--- src/rtl/dmem_access_sequencer_if.sv ---
`default_nettype none
// ---------------------------------------------------------------------------
// dmem_access_sequencer_if : handshaked data-memory bus            rev 1.0
// ---------------------------------------------------------------------------
interface dmem_access_sequencer_if;
  logic        dm_req;
  logic        dm_we;
  logic [31:0] dm_addr;
  logic [3:0]  dm_be;
  logic [31:0] dm_wdata;
  logic        dm_ready;
  logic [31:0] dm_rdata;

  modport master (
    output dm_req, dm_we, dm_addr, dm_be, dm_wdata,
    input  dm_ready, dm_rdata
  );

  modport slave (
    input  dm_req, dm_we, dm_addr, dm_be, dm_wdata,
    output dm_ready, dm_rdata
  );
endinterface
`default_nettype wire

--- src/rtl/dmem_access_sequencer.sv ---
`default_nettype none
// ---------------------------------------------------------------------------
// dmem_access_sequencer : MEM-stage load/store to word bus, split/merge/wdog  rev 1.0
// ---------------------------------------------------------------------------
module dmem_access_sequencer #(
  parameter int unsigned MAX_WAIT = 255
) (
  input  wire logic        clk,
  input  wire logic        rst,
  input  wire logic        mem_valid,
  input  wire logic        is_store,
  input  wire logic [2:0]  load_src,
  input  wire logic [1:0]  store_src,
  input  wire logic        flush,
  input  wire logic [31:0] addr,
  input  wire logic [31:0] wdata,
  output logic             stall,
  output logic [31:0]      rdata,
  output logic             rvalid,
  output logic             err,
  dmem_access_sequencer_if.master dm
);

  typedef enum logic [1:0] {IDLE = 2'd0, ACC1 = 2'd1, ACC2 = 2'd2, DONE = 2'd3} state_t;

  localparam logic [16:0] MAX_WAIT_W = 17'(MAX_WAIT);

  state_t      state_q, state_d;
  logic        store_q, store_d;
  logic [2:0]  lsrc_q, lsrc_d;
  logic [1:0]  ssrc_q, ssrc_d;
  logic [1:0]  off_q, off_d;
  logic        drop_q, drop_d;
  logic        abort_q, abort_d;
  logic [31:0] lo_q, lo_d;
  logic [31:0] hi_q, hi_d;
  logic [15:0] wd_q, wd_d;
  logic        dm_req_q, dm_req_d;
  logic        dm_we_q, dm_we_d;
  logic [31:0] dm_addr_q, dm_addr_d;
  logic [3:0]  dm_be_q, dm_be_d;
  logic [31:0] dm_wdata_q, dm_wdata_d;

  logic [7:0]  in_lanes, lat_lanes;
  logic [16:0] wd_next;
  logic [63:0] merged;
  logic [31:0] sw;
  logic [31:0] ext;

  // Byte lanes over two consecutive words: bits 3:0 beat 1, bits 7:4 beat 2.
  function automatic logic [7:0] lanes(input logic st, input logic [2:0] ls,
                                       input logic [1:0] ss, input logic [1:0] off);
    logic [7:0] m;
    if (st) begin
      case (ss)
        2'b01:   m = 8'b0000_0011;
        2'b10:   m = 8'b0000_0001;
        default: m = 8'b0000_1111;
      endcase
    end else begin
      case (ls)
        3'b001, 3'b011: m = 8'b0000_0011;
        3'b010, 3'b100: m = 8'b0000_0001;
        default:        m = 8'b0000_1111;
      endcase
    end
    return m << off;
  endfunction

  function automatic logic [31:0] rotl8(input logic [31:0] w, input logic [1:0] off);
    logic [63:0] t;
    t = {w, w} << {off, 3'b000};
    return t[63:32];
  endfunction

  always_comb begin
    in_lanes  = lanes(is_store, load_src, store_src, addr[1:0]);
    lat_lanes = lanes(store_q, lsrc_q, ssrc_q, off_q);
    wd_next   = {1'b0, wd_q} + 17'd1;
    merged    = {hi_q, lo_q} >> {off_q, 3'b000};
    sw        = merged[31:0];
    case (lsrc_q)
      3'b001:  ext = {{16{sw[15]}}, sw[15:0]};
      3'b010:  ext = {{24{sw[7]}}, sw[7:0]};
      3'b011:  ext = {16'h0000, sw[15:0]};
      3'b100:  ext = {24'h000000, sw[7:0]};
      default: ext = sw;
    endcase
  end

  always_comb begin
    state_d    = state_q;
    store_d    = store_q;
    lsrc_d     = lsrc_q;
    ssrc_d     = ssrc_q;
    off_d      = off_q;
    drop_d     = drop_q;
    abort_d    = abort_q;
    lo_d       = lo_q;
    hi_d       = hi_q;
    wd_d       = wd_q;
    dm_req_d   = dm_req_q;
    dm_we_d    = dm_we_q;
    dm_addr_d  = dm_addr_q;
    dm_be_d    = dm_be_q;
    dm_wdata_d = dm_wdata_q;
    stall      = 1'b0;
    rvalid     = 1'b0;
    err        = 1'b0;
    rdata      = 32'h0;

    case (state_q)
      IDLE: begin
        stall = mem_valid && !flush;
        if (mem_valid && !flush) begin
          store_d    = is_store;
          lsrc_d     = load_src;
          ssrc_d     = store_src;
          off_d      = addr[1:0];
          drop_d     = 1'b0;
          abort_d    = 1'b0;
          hi_d       = 32'h0;
          wd_d       = 16'h0;
          dm_req_d   = 1'b1;
          dm_we_d    = is_store;
          dm_addr_d  = {addr[31:2], 2'b00};
          dm_be_d    = in_lanes[3:0];
          dm_wdata_d = rotl8(wdata, addr[1:0]);
          state_d    = ACC1;
        end
      end
      ACC1, ACC2: begin
        stall = 1'b1;
        if (flush) drop_d = 1'b1;
        if (dm.dm_ready) begin
          if (state_q == ACC1) lo_d = dm.dm_rdata;
          else                 hi_d = dm.dm_rdata;
          wd_d = 16'h0;
          // A flush arriving with beat 1 still cancels the pending second beat.
          if (state_q == ACC1 && lat_lanes[7:4] != 4'b0000 && !drop_q && !flush) begin
            dm_addr_d = {dm_addr_q[31:2] + 30'd1, 2'b00};
            dm_be_d   = lat_lanes[7:4];
            state_d   = ACC2;
          end else begin
            dm_req_d = 1'b0;
            state_d  = DONE;
          end
        end else if (wd_next == MAX_WAIT_W) begin
          dm_req_d = 1'b0;
          abort_d  = 1'b1;
          state_d  = DONE;
        end else begin
          wd_d = wd_next[15:0];
        end
      end
      DONE: begin
        rvalid  = !store_q && !drop_q;
        err     = abort_q;
        rdata   = (rvalid && !abort_q) ? ext : 32'h0;
        state_d = IDLE;
      end
      default: state_d = IDLE;
    endcase
  end

  always_ff @(posedge clk or negedge rst) begin
    if (!rst) begin
      state_q    <= IDLE;
      store_q    <= 1'b0;
      lsrc_q     <= 3'b000;
      ssrc_q     <= 2'b00;
      off_q      <= 2'b00;
      drop_q     <= 1'b0;
      abort_q    <= 1'b0;
      lo_q       <= 32'h0;
      hi_q       <= 32'h0;
      wd_q       <= 16'h0;
      dm_req_q   <= 1'b0;
      dm_we_q    <= 1'b0;
      dm_addr_q  <= 32'h0;
      dm_be_q    <= 4'h0;
      dm_wdata_q <= 32'h0;
    end else begin
      state_q    <= state_d;
      store_q    <= store_d;
      lsrc_q     <= lsrc_d;
      ssrc_q     <= ssrc_d;
      off_q      <= off_d;
      drop_q     <= drop_d;
      abort_q    <= abort_d;
      lo_q       <= lo_d;
      hi_q       <= hi_d;
      wd_q       <= wd_d;
      dm_req_q   <= dm_req_d;
      dm_we_q    <= dm_we_d;
      dm_addr_q  <= dm_addr_d;
      dm_be_q    <= dm_be_d;
      dm_wdata_q <= dm_wdata_d;
    end
  end

  assign dm.dm_req   = dm_req_q;
  assign dm.dm_we    = dm_we_q;
  assign dm.dm_addr  = dm_addr_q;
  assign dm.dm_be    = dm_be_q;
  assign dm.dm_wdata = dm_wdata_q;

endmodule
`default_nettype wire

--- src/flat_wrapper.sv ---
// flat-port wrapper written by rule: the top's interface ports become plain ports
module dmem_access_sequencer_flat 
#(
  parameter int unsigned MAX_WAIT = 255
)
  (clk, rst, mem_valid, is_store, load_src, store_src, flush, addr, wdata, stall, rdata, rvalid, err, dm_dm_req, dm_dm_we, dm_dm_addr, dm_dm_be, dm_dm_wdata, dm_dm_ready, dm_dm_rdata);
  dmem_access_sequencer_if dm_i ();
  input  wire logic clk;
  input  wire logic rst;
  input  wire logic mem_valid;
  input  wire logic is_store;
  input  wire logic [2:0] load_src;
  input  wire logic [1:0] store_src;
  input  wire logic flush;
  input  wire logic [31:0] addr;
  input  wire logic [31:0] wdata;
  output logic stall;
  output logic [31:0] rdata;
  output logic rvalid;
  output logic err;
  output wire logic [$bits(dm_i.dm_req)-1:0] dm_dm_req;
  output wire logic [$bits(dm_i.dm_we)-1:0] dm_dm_we;
  output wire logic [$bits(dm_i.dm_addr)-1:0] dm_dm_addr;
  output wire logic [$bits(dm_i.dm_be)-1:0] dm_dm_be;
  output wire logic [$bits(dm_i.dm_wdata)-1:0] dm_dm_wdata;
  input wire logic [$bits(dm_i.dm_ready)-1:0] dm_dm_ready;
  input wire logic [$bits(dm_i.dm_rdata)-1:0] dm_dm_rdata;
  assign dm_dm_req = dm_i.dm_req;
  assign dm_dm_we = dm_i.dm_we;
  assign dm_dm_addr = dm_i.dm_addr;
  assign dm_dm_be = dm_i.dm_be;
  assign dm_dm_wdata = dm_i.dm_wdata;
  assign dm_i.dm_ready = dm_dm_ready;
  assign dm_i.dm_rdata = dm_dm_rdata;
  dmem_access_sequencer #(.MAX_WAIT(MAX_WAIT)) u_core (.clk(clk), .rst(rst), .mem_valid(mem_valid), .is_store(is_store), .load_src(load_src), .store_src(store_src), .flush(flush), .addr(addr), .wdata(wdata), .stall(stall), .rdata(rdata), .rvalid(rvalid), .err(err), .dm(dm_i));
endmodule
--- config.mk ---
export PLATFORM = sky130hd
export DESIGN_NAME = dmem_access_sequencer_flat
export DESIGN_NICKNAME = d
export VERILOG_FILES = /design/src/rtl/dmem_access_sequencer_if.sv /design/src/rtl/dmem_access_sequencer.sv /design/src/flat_wrapper.sv
export SDC_FILE = /design/constraint.sdc
export NUM_CORES = 1
export LEC_CHECK = 0
export ABC_AREA = 1
export ABC_CLOCK_PERIOD_IN_PS = 2800
export CAP_MARGIN = 20
export CORE_MARGIN = 10
export CORE_UTILIZATION = 52
export CTS_CLUSTER_SIZE = 20
export DETAILED_ROUTE_END_ITERATION = 8
export GPL_TIMING_DRIVEN = 0
export PLACE_DENSITY = 0.8
export SETUP_SLACK_MARGIN = 0.15
export SYNTH_ARGS = -nofsm -noshare
export SYNTH_HDL_FRONTEND = slang
export SYNTH_SLANG_ARGS = --single-unit
--- constraint.sdc ---
create_clock -name clk -period 2.8 [get_ports clk]
set_input_delay 0.28 -clock clk [delete_from_list [all_inputs] [get_ports clk]]
set_output_delay 0.28 -clock clk [all_outputs]
set_load 0.02 [all_outputs]
==> flow_metrics.tcl <==
set metrics [dict create \
    start_util_pct 52.7 \
    yosys.area.top_type_share_pct 39.9 \
    ys_warn_count 0 \
    grt_overflow_total 0 \
    clk_pin_slew_ns 0.07 \
    synth_cell_type_count 47 \
    status "complete, no violations" \
    slew_headroom_pct 45.4 \
    rsz0062_at_grt "yes" \
    grt_max_degree 81 \
    crit_arrival_ns 2.37 \
    synthTopCellsByArea "dfrtp_1 (40%), nand2_1 (12%), nor2_1 (5.8%), mux2i_1 (4.9%), o21ai_0 (4.8%)" \
    r2r_cells 8 \
    rr_startpoint "u_core.state_q[1]" \
    critPathCaptureType "output pin" \
    fmax_mhz 377 \
    startpoint_type "flop" \
    leakagePower_nw 5.78 \
    clock_sinks 151 \
    synth_commonest_cells "nand2_1 (314), dfrtp_1 (151), nor2_1 (147)" \
    diodes 0 \
    fin_crit_sh_pct 94.7 \
    multi_input_area_sq_um 5160 \
    vias_per_cell 5.75 \
    setup_viol 0 \
    synth_top_area_cell "dfrtp_1" \
    hpwl_um 24400 \
    seq_area_frac_synth_pct 39.9 \
    dr.pass1.iters 6 \
    drt_iter0_drc 898 \
    die_h_um 155 \
    gp_congestion 0.942 \
    worstMarginPinSlew_ns 0.816 \
    yosysMostFrequentCell "nand2_1" \
    endpoint "rdata[14]" \
    hold_violations 0 \
    hold_class "in2async" \
    vias 10000 \
    rows 49 \
    routed_wl_um 33600 \
    antenna_found_initial 0 \
    avgSynthCellArea_sq_um 7.52 \
    track_usage_pct 27.0 \
    setup_tns_ns 0 \
    fin_crit_ns 2.65 \
    cp-startpoint "u_core.off_q[0]" \
    dieArea_sq_um 24000 \
    grt_pass1_vias 9939 \
    cts_tree "built" \
    dieWidth_um 155 \
    core_sq_um 18000 \
    pre_cts_ws_ns -0.556 \
    nFillCells 1432 \
    skew_ns 0.00864 \
    synth-edff-count 0 \
    final_nets 1619 \
    synth_area_sq_um 9470 \
    clkLatencyLatePin_ns 0.44 \
    peakVddDrop_uv 702 \
    rrSetupSlack_ns 0.21 \
    ctsHtreeMaxLevel 4 \
    numCtsBuffers 17 \
    synthFlopType "dfrtp_1" \
    clk_path_buf_depth 2 \
    fin_area_sq_um 12800 \
    remaining_drc_errors 0 \
    maxCapViolations 0 \
    postRouteAntennaNets 0 \
    reg2reg_to "u_core.lo_q[0]" \
    grt_pass1_wl_um 52200 \
    seqCellArea_sq_um 3780 \
    worstPathRequired_ns 2.52 \
    num_io_pins 212 \
    async_reset_ff_share_pct 100 \
    area_growth_syn_to_layout_pct 34.8 \
    place.port_buffers 207 \
    root_buffer "clkbuf_16" \
    setup_slack_ns 0.149 \
    syn_inst 1259 \
    critPathMaxFanout 8 \
    dpl_cell_area_sq_um 11900 \
    wl_per_cell_um 19.2 \
    path_class "reg2out" \
    p_per_area_nw_per_um2 1170 \
    slew_viol_final 0 \
    ys_seq_elements 151 \
    drive_above_1_share_pct 12.3 \
]
[registers in the layout, indices dropped and copies added, names as in the netlist, 2 cells and up]
signal / count
u_core.dm.dm_wdata: 32
u_core.lo_q: 32
u_core.dm.dm_addr: 30
u_core.hi_q: 24
u_core.wd_q: 16
u_core.dm.dm_be: 4
u_core.lsrc_q: 3
u_core.off_q: 2
u_core.ssrc_q: 2
u_core.state_q: 2
[cell usage in the layout (no fill, tap or decap), drive strengths merged, types with 30 or more instances in the layout]
cell / instances
mux2i: 46
a21oi: 39
o21ai: 112
clkdlybuf4s50: 173
mux2: 30
nor2: 154
clkbuf: 64
nand2: 318
nand3: 85
dfrtp: 151
inv: 103
buf: 58
o22a: 32
[logic make-up (layout without fill, tap and decap cells)]
group	count (synthesis)	after routing	share of synthesized area, %
fa+ha+maj	10	10	1.32
buf+inv	168	423	7.02
mux	76	76	8.43
compound gates	219	219	13.7
flops	151	151	39.9
other cells	1	2	0.0396
xor+xnor	21	21	1.94
simple gates	613	613	27.6
[area by class of cell]
type / instances / area share (%)
multi-input cells: 941 / 40.5
flip-flops and latches: 151 / 29.6
repair buffers: 222 / 17.1
clock buffers: 18 / 3.44
inverters: 99 / 2.98
plain buffers: 69 / 2.71
well taps: 229 / 2.24
clock inverters: 14 / 1.46
repair inverters: 1 / 0.0294
[worst min-delay path by stage]
stage | endpoint | from
global route | u_core.dm.dm_be[3] | addr[1]
floorplan | u_core.abort_q | rst
finish | u_core.hi_q[17] | rst
global placement | u_core.ssrc_q[1] | u_core.ssrc_q[1]
CTS | u_core.dm.dm_be[3] | addr[1]
detailed placement | u_core.lo_q[13] | rst
[where the power goes]
part | internal, mW | leakage, nW | total [mW] | switching (mW)
Sequential | 3.12 | 1.85 | 3.93 | 0.810
Combinational | 3.27 | 3.63 | 8.46 | 5.19
Clock | 1.45 | 0.301 | 2.50 | 1.04
Total | 7.84 | 5.78 | 14.9 | 7.04
[per-stage QoR]
step	total power, mW	hold slack (ns)	util (%)	instances
floorplan	8.68	-0.0156	-	1260
global placement	11.7	0.462	65.9	1696
detailed placement	11.9	0.350	66.0	1697
CTS	14.5	0.409	70.0	1739
global route	15.8	0.443	71.1	1744
finish	14.9	0.417	71.1	1744
[critical path: stages (launching register included)]
cell and delay [ns]:
dfrtp_2 0.45, inv_2 0.10, nand2_2 0.06, nand3_2 0.06, o21ai_2 0.06, or3_1 0.37, buf_6 0.14, buf_4 0.17
a21oi_1 0.15, dlygate4sd2_1 0.38
[timing repair]
| item | CTS | global route |
|---|---|---|
| buffers inserted | 8 | 4 |
| endpoints found under the setup margin | 44 | 75 |
| hold endpoints to repair | 71 | 0 |
| pin swaps | 3 | 5 |
| gates resized for setup | 133 | 64 |
| gates cloned | 1 | 1 |
| hold buffers | 1 | 0 |
[metal layers]
| layer | vias to the layer above | track usage, % | wire length, um |
|---|---|---|---|
| met3 | 87 | 8.74 | 3550 |
| li1 | 4695 | - | - |
| met1 | 4743 | 34.5 | 13600 |
| met4 | 0 | 10.7 | 1070 |
| met2 | 506 | 41.5 | 15400 |
| met5 | - | 0 | 0 |
(Power assumes the default switching activity.)
